File: src/rtl/n_wb_sequencer.sv
// NPU result write-back sequencer: drains a vector of up to N_RES byte results
// into the register file, one write per cycle, on the NPU port of the register
// write-port selector, yielding to pending CPU write-back.
module n_wb_sequencer #(
    parameter int unsigned N_RES = 4
) (
    input  logic               clk_i,
    input  logic               rst_n_i,
    input  logic               res_valid_i,
    output logic               res_ready_o,
    input  logic [8*N_RES-1:0] res_data_i,
    input  logic [2:0]         res_count_i,
    input  logic [4:0]         base_addr_i,
    input  logic               cpu_w_pending_i,
    output logic               npu_alu_sel_o,
    output logic               en_w_reg_npu_o,
    output logic [4:0]         w_reg_addr_npu_o,
    output logic [7:0]         w_reg_data_npu_o,
    output logic               done_o
);

    localparam int unsigned DATA_W      = 8 * N_RES;
    localparam logic        SEL_NPU_ALU = 1'b1;
    localparam logic        SEL_NON_NPU = 1'b0;
    localparam logic [2:0]  MAX_COUNT   = 3'(N_RES);

    typedef enum logic [1:0] {
        IDLE  = 2'd0,
        WRITE = 2'd1,
        FIN   = 2'd2
    } state_t;

    state_t              state_q;
    state_t              state_d;
    logic [2:0]          idx_q;
    logic [2:0]          count_q;
    logic [4:0]          base_q;
    logic [DATA_W-1:0]   buf_q;

    logic                accept;
    logic                issue;
    logic                last;
    logic [2:0]          eff_count;

    // Clamp the requested count to the vector capacity
    assign eff_count = (res_count_i > MAX_COUNT) ? MAX_COUNT : res_count_i;

    // State register
    always_ff @(posedge clk_i) begin
        if (!rst_n_i) begin
            state_q <= IDLE;
        end else begin
            state_q <= state_d;
        end
    end

    // Next-state and output decode; writes are gated by CPU priority and reset
    always_comb begin
        state_d        = state_q;
        res_ready_o    = 1'b0;
        accept         = 1'b0;
        issue          = 1'b0;
        last           = 1'b0;
        en_w_reg_npu_o = 1'b0;
        npu_alu_sel_o  = SEL_NON_NPU;
        done_o         = 1'b0;
        case (state_q)
            IDLE: begin
                res_ready_o = rst_n_i;
                accept      = res_valid_i && rst_n_i;
                if (accept) begin
                    state_d = (eff_count == 3'd0) ? FIN : WRITE;
                end
            end
            WRITE: begin
                issue          = !cpu_w_pending_i && rst_n_i;
                last           = (idx_q == (count_q - 3'd1));
                en_w_reg_npu_o = issue;
                npu_alu_sel_o  = issue ? SEL_NPU_ALU : SEL_NON_NPU;
                if (issue && last) begin
                    state_d = FIN;
                end
            end
            FIN: begin
                done_o  = 1'b1;
                state_d = IDLE;
            end
            default: begin
                state_d = IDLE;
            end
        endcase
    end

    // Vector capture and write index; idx stops on the last entry so the
    // address/data outputs keep showing the final write afterwards
    always_ff @(posedge clk_i) begin
        if (!rst_n_i) begin
            buf_q   <= '0;
            base_q  <= 5'd0;
            count_q <= 3'd0;
            idx_q   <= 3'd0;
        end else if (accept) begin
            buf_q   <= res_data_i;
            base_q  <= base_addr_i;
            count_q <= eff_count;
            idx_q   <= 3'd0;
        end else if (issue && !last) begin
            idx_q   <= idx_q + 3'd1;
        end
    end

    // Write address wraps modulo 32
    assign w_reg_addr_npu_o = base_q + {2'b00, idx_q};

    // Select the current result byte
    always_comb begin
        w_reg_data_npu_o = 8'd0;
        for (int unsigned k = 0; k < N_RES; k++) begin
            if (idx_q == 3'(k)) begin
                w_reg_data_npu_o = buf_q[8*k +: 8];
            end
        end
    end

endmodule
File: config.mk
export PLATFORM = sky130hd
export DESIGN_NAME = n_wb_sequencer
export DESIGN_NICKNAME = d
export VERILOG_FILES = /design/src/rtl/n_wb_sequencer.sv
export SDC_FILE = /design/constraint.sdc
export NUM_CORES = 1
export LEC_CHECK = 0
export CAP_MARGIN = 20
export CORE_MARGIN = 5
export CORE_UTILIZATION = 52
export CTS_CLUSTER_DIAMETER = 120
export CTS_CLUSTER_SIZE = 16
export DETAILED_ROUTE_END_ITERATION = 16
export PLACE_DENSITY = 0.88
export SYNTH_ARGS = -nofsm -noshare
export SYNTH_HDL_FRONTEND = slang
export SYNTH_SLANG_ARGS = --single-unit
File: constraint.sdc
create_clock -name clk_i -period 4.56 [get_ports clk_i]
set_input_delay 0.684 -clock clk_i [delete_from_list [all_inputs] [get_ports clk_i]]
set_output_delay 0.684 -clock clk_i [all_outputs]
set_load 0.01 [all_outputs]
==> flow_metrics.py <==
metrics = {
    "pwr": {
        "intPower_mw": 0.673,
        "seqPwrFrac": 0.486,
        "switching_share": 0.229,
        "p_leak_nw": 1.12,
        "power_frac_comb": 0.162,
        "clockPowerShare": 0.352,
        "ir_worst_vdd_mv": 0.185,
        "powerDensity_mw_per_mm2": 293,
        "switchingPower_mw": 0.200,
    },
    "clocking": {
        "cts_buffers": 5,
        "hold_buffers": 0,
        "cts_tree": "yes",
        "cts_buffer_depth": 2,
        "clk_pin_slew_ns": 0.08,
        "htree_levels": 2,
        "cts_root_buffer": "clkbuf_8",
        "cts_setup_buffers": 0,
        "clock_sinks": 45,
        "cts_resized": 0,
        "insertion_delay_ns": 0.30,
    },
    "drt": {
        "dr.pass1.iters": 4,
        "vias": 1920,
        "via_per_inst": 5.25,
        "drt_iter0_drc": 134,
        "wire_per_inst_microns": 13.8,
        "antenna_left": 0,
        "drc": 0,
        "drt_wl_total_microns": 5050,
    },
    "worst_setup_path": {
        "critical_path_class": "reg2out",
        "path_max_fanout": 16,
        "critical_path_buf_inv_count": 2,
        "timing.rr.end": "idx_q[1]",
        "path_cells": "inv_1 > ha_1 > nor2b_1 > a221o_1 > a32o_1 > clkdlybuf4s50_1",
        "cpLargestDelayFamily": "compound AO/OA/AOI/OAI gates",
        "path_depth": 6,
        "cp.required_ns": 3.88,
        "cp.arrival_ns": 2.56,
        "crit_path_end_kind": "output pin",
        "max_stage_delay_ns": 0.49,
        "regToRegStartpoint": "count_q[0]",
        "crit_path_end": "w_reg_data_npu_o[1]",
        "crit_slowest_cell": "ha_1",
        "r2r_cells": 5,
        "rrSetupSlack_ns": 2.88,
        "timing.critical_path.from": "idx_q[1]",
        "startpoint_type": "register",
    },
    "timing": {
        "relSlewSlack": 0.490,
        "skew_ns": 0.00467,
        "final-setup-viol-count": 0,
        "hold-worst-slack_ns": 0.459,
        "period_needed_ns": 3.25,
        "max_freq_mhz": 308,
        "tns_ns": 0,
        "min_period_over_period": 0.712,
        "rsz0062_at_grt": "false",
        "slew_violations": 0,
        "timing_hold_violations_final": 0,
        "tightest_slew_ns": 0.765,
    },
    "layout": {
        "nFillCells": 351,
        "drive_above_1_share": 0.0414,
        "n_antenna_cell": 0,
        "final_net_count": 367,
        "area.growth.synth_to_final_pct": 32.3,
    },
    "synth": {
        "syn_area_sq_mm": 0.00225,
        "syn_avg_cell_area_sq_um": 8.56,
        "ys_seq_area_frac": 0.400,
        "yosysUniqueCellTypes": 32,
        "syn-num-nets": 317,
        "synth_seq_cells": 45,
        "synthCells": 263,
        "ys_warn_count": 0,
    },
    "die": {
        "start_util": 0.528,
        "row_count": 24,
        "die_x_microns": 75.8,
        "ios": 61,
        "dieArea_sq_mm": 0.00574,
        "die_y_microns": 75.8,
        "core-area_sq_mm": 0.00426,
    },
    "grt": {
        "overflow": 0,
        "grt_antenna_before_repair": 0,
        "grtUsageTotal": 0.191,
        "grt_max_degree": 45,
        "grt_pass1_vias": 1874,
        "grt_pass1_wl_microns": 8280,
    },
    "job": {
        "maxCapViolCount": 0,
    },
    "worst_hold_path": {
        "hold_class": "reg2reg",
    },
    "placed_design": {
        "dp_hpwl_microns": 3610,
        "place_congestion": 0.791,
        "io_buffers": 60,
    },
    "status": {
        "status": "finished, final reports clean",
    },
}
metal layers:
metal  share of wire  global-route usage  up-vias
met4           0.014              0.0738        0
met3           0.053              0.0409       10
met2            0.49               0.325       44
li1                -                   -      991
met5               0                   0        -
met1            0.45               0.235      875
state kept, by name, summed over array words and instances, names as in the netlist:
| signal | cells |
|---|---|
| state_q | 2 |
| count_q | 3 |
| base_q | 5 |
| idx_q | 3 |
| buf_q | 32 |
cells in the final DEF (no fill, tap or decap), drive strengths merged, types with 2 or more instances in the layout:
| cell | n |
|---|---|
| inv | 5 |
| dfxtp | 45 |
| a21o | 2 |
| nand2b | 10 |
| nor2b | 10 |
| a221o | 8 |
| ha | 9 |
| xor2 | 3 |
| a21oi | 2 |
| buf | 2 |
| a32o | 8 |
| a21boi | 40 |
| mux2i | 2 |
| nor2 | 3 |
| xnor2 | 2 |
| clkbuf | 7 |
| clkdlybuf4s50 | 60 |
| nand3b | 2 |
| nand3 | 2 |
| nand2 | 79 |
power by group through the flow:
stage / Clock [mW] / Sequential (mW) / Combinational, mW
2_1_floorplan: 0 / 0.430 / 0.0730
5_1_grt: 0.327 / 0.427 / 0.155
3_3_place_gp: 0 / 0.432 / 0.138
6_report: 0.308 / 0.424 / 0.141
4_1_cts: 0.312 / 0.424 / 0.143
3_5_place_dp: 0 / 0.434 / 0.142
worst min-delay path: stages (launching register included):
cell      delay, ns
dfxtp_1        0.31
nand2_1        0.04
a21boi_0       0.06
how the worst min path moves through the flow:
stage / startpoint / end / slack (ns) / cells after the start
after floorplan: buf_q[16] / buf_q[16] / 0.44 / 2
after global placement: buf_q[23] / buf_q[23] / 0.45 / 2
after detailed placement: buf_q[17] / buf_q[17] / 0.45 / 2
after CTS: buf_q[17] / buf_q[17] / 0.46 / 2
after global routing: buf_q[22] / buf_q[22] / 0.48 / 2
final: buf_q[17] / buf_q[17] / 0.46 / 2
per-stage QoR:
stage / cells / power, mW / setup WS [ns] / cell area (sq um) / utilization
final: 366 / 0.873 / 1.31 / 2980 / 0.698
after global routing: 366 / 0.909 / 1.16 / 2980 / 0.698
after CTS: 366 / 0.880 / 1.31 / 2980 / 0.698
after detailed placement: 358 / 0.575 / 1.36 / 2860 / 0.671
after global placement: 358 / 0.571 / 1.38 / 2860 / 0.671
after floorplan: 263 / 0.503 / 2.24 / 2250 / -
synthesized netlist by cell type:
cell / n / share of area
a21o_1: 2 / 0.0067
o21a_1: 1 / 0.0033
nor2b_1: 10 / 0.028
a21oi_1: 2 / 0.0044
nor3b_1: 1 / 0.0033
xnor2_1: 2 / 0.0078
nand3b_1: 2 / 0.0067
mux2_4: 1 / 0.0067
a311o_2: 1 / 0.0050
nor4b_1: 1 / 0.0039
inv_1: 5 / 0.0083
xor2_1: 3 / 0.012
nor2_1: 3 / 0.0050
nand2b_1: 10 / 0.028
a32o_1: 8 / 0.036
buf_1: 2 / 0.0033
buf_4: 1 / 0.0033
a21boi_0: 40 / 0.13
nand3_1: 2 / 0.0044
and4bb_2: 1 / 0.0056
a221o_1: 8 / 0.036
clkbuf_1: 16 / 0.027
and3_1: 1 / 0.0028
a41oi_1: 1 / 0.0039
mux2i_1: 2 / 0.0089
nor3_1: 1 / 0.0022
fa_1: 1 / 0.0089
nand2_1: 79 / 0.13
dfxtp_1: 45 / 0.40
ha_1: 9 / 0.050
nand4bb_1: 1 / 0.0050
xnor3_1: 1 / 0.010
area by class of cell:
class | instances | area, sq um | share of cell area
sequential | 45 | 901 | 0.303
clock inverter | 1 | 30.0 | 0.0101
clock buffer | 7 | 86.3 | 0.0290
timing repair buffer | 62 | 616 | 0.207
tap | 52 | 65.1 | 0.0218
multi-input combinational | 194 | 1260 | 0.424
inverter | 5 | 18.8 | 0.00630
logic make-up after synthesis:
| logic type | after synthesis | synth area share |
|---|---|---|
| flip-flops | 45 | 0.400 |
| AND/OR/NAND/NOR | 112 | 0.226 |
| XOR/XNOR | 6 | 0.0295 |
| multiplexers | 3 | 0.0156 |
| adder cells (fa/ha/maj) | 10 | 0.0589 |
| buffers and inverters | 24 | 0.0417 |
| AO/OA/AOI/OAI | 63 | 0.228 |
Power figures use the tool's default switching activity.
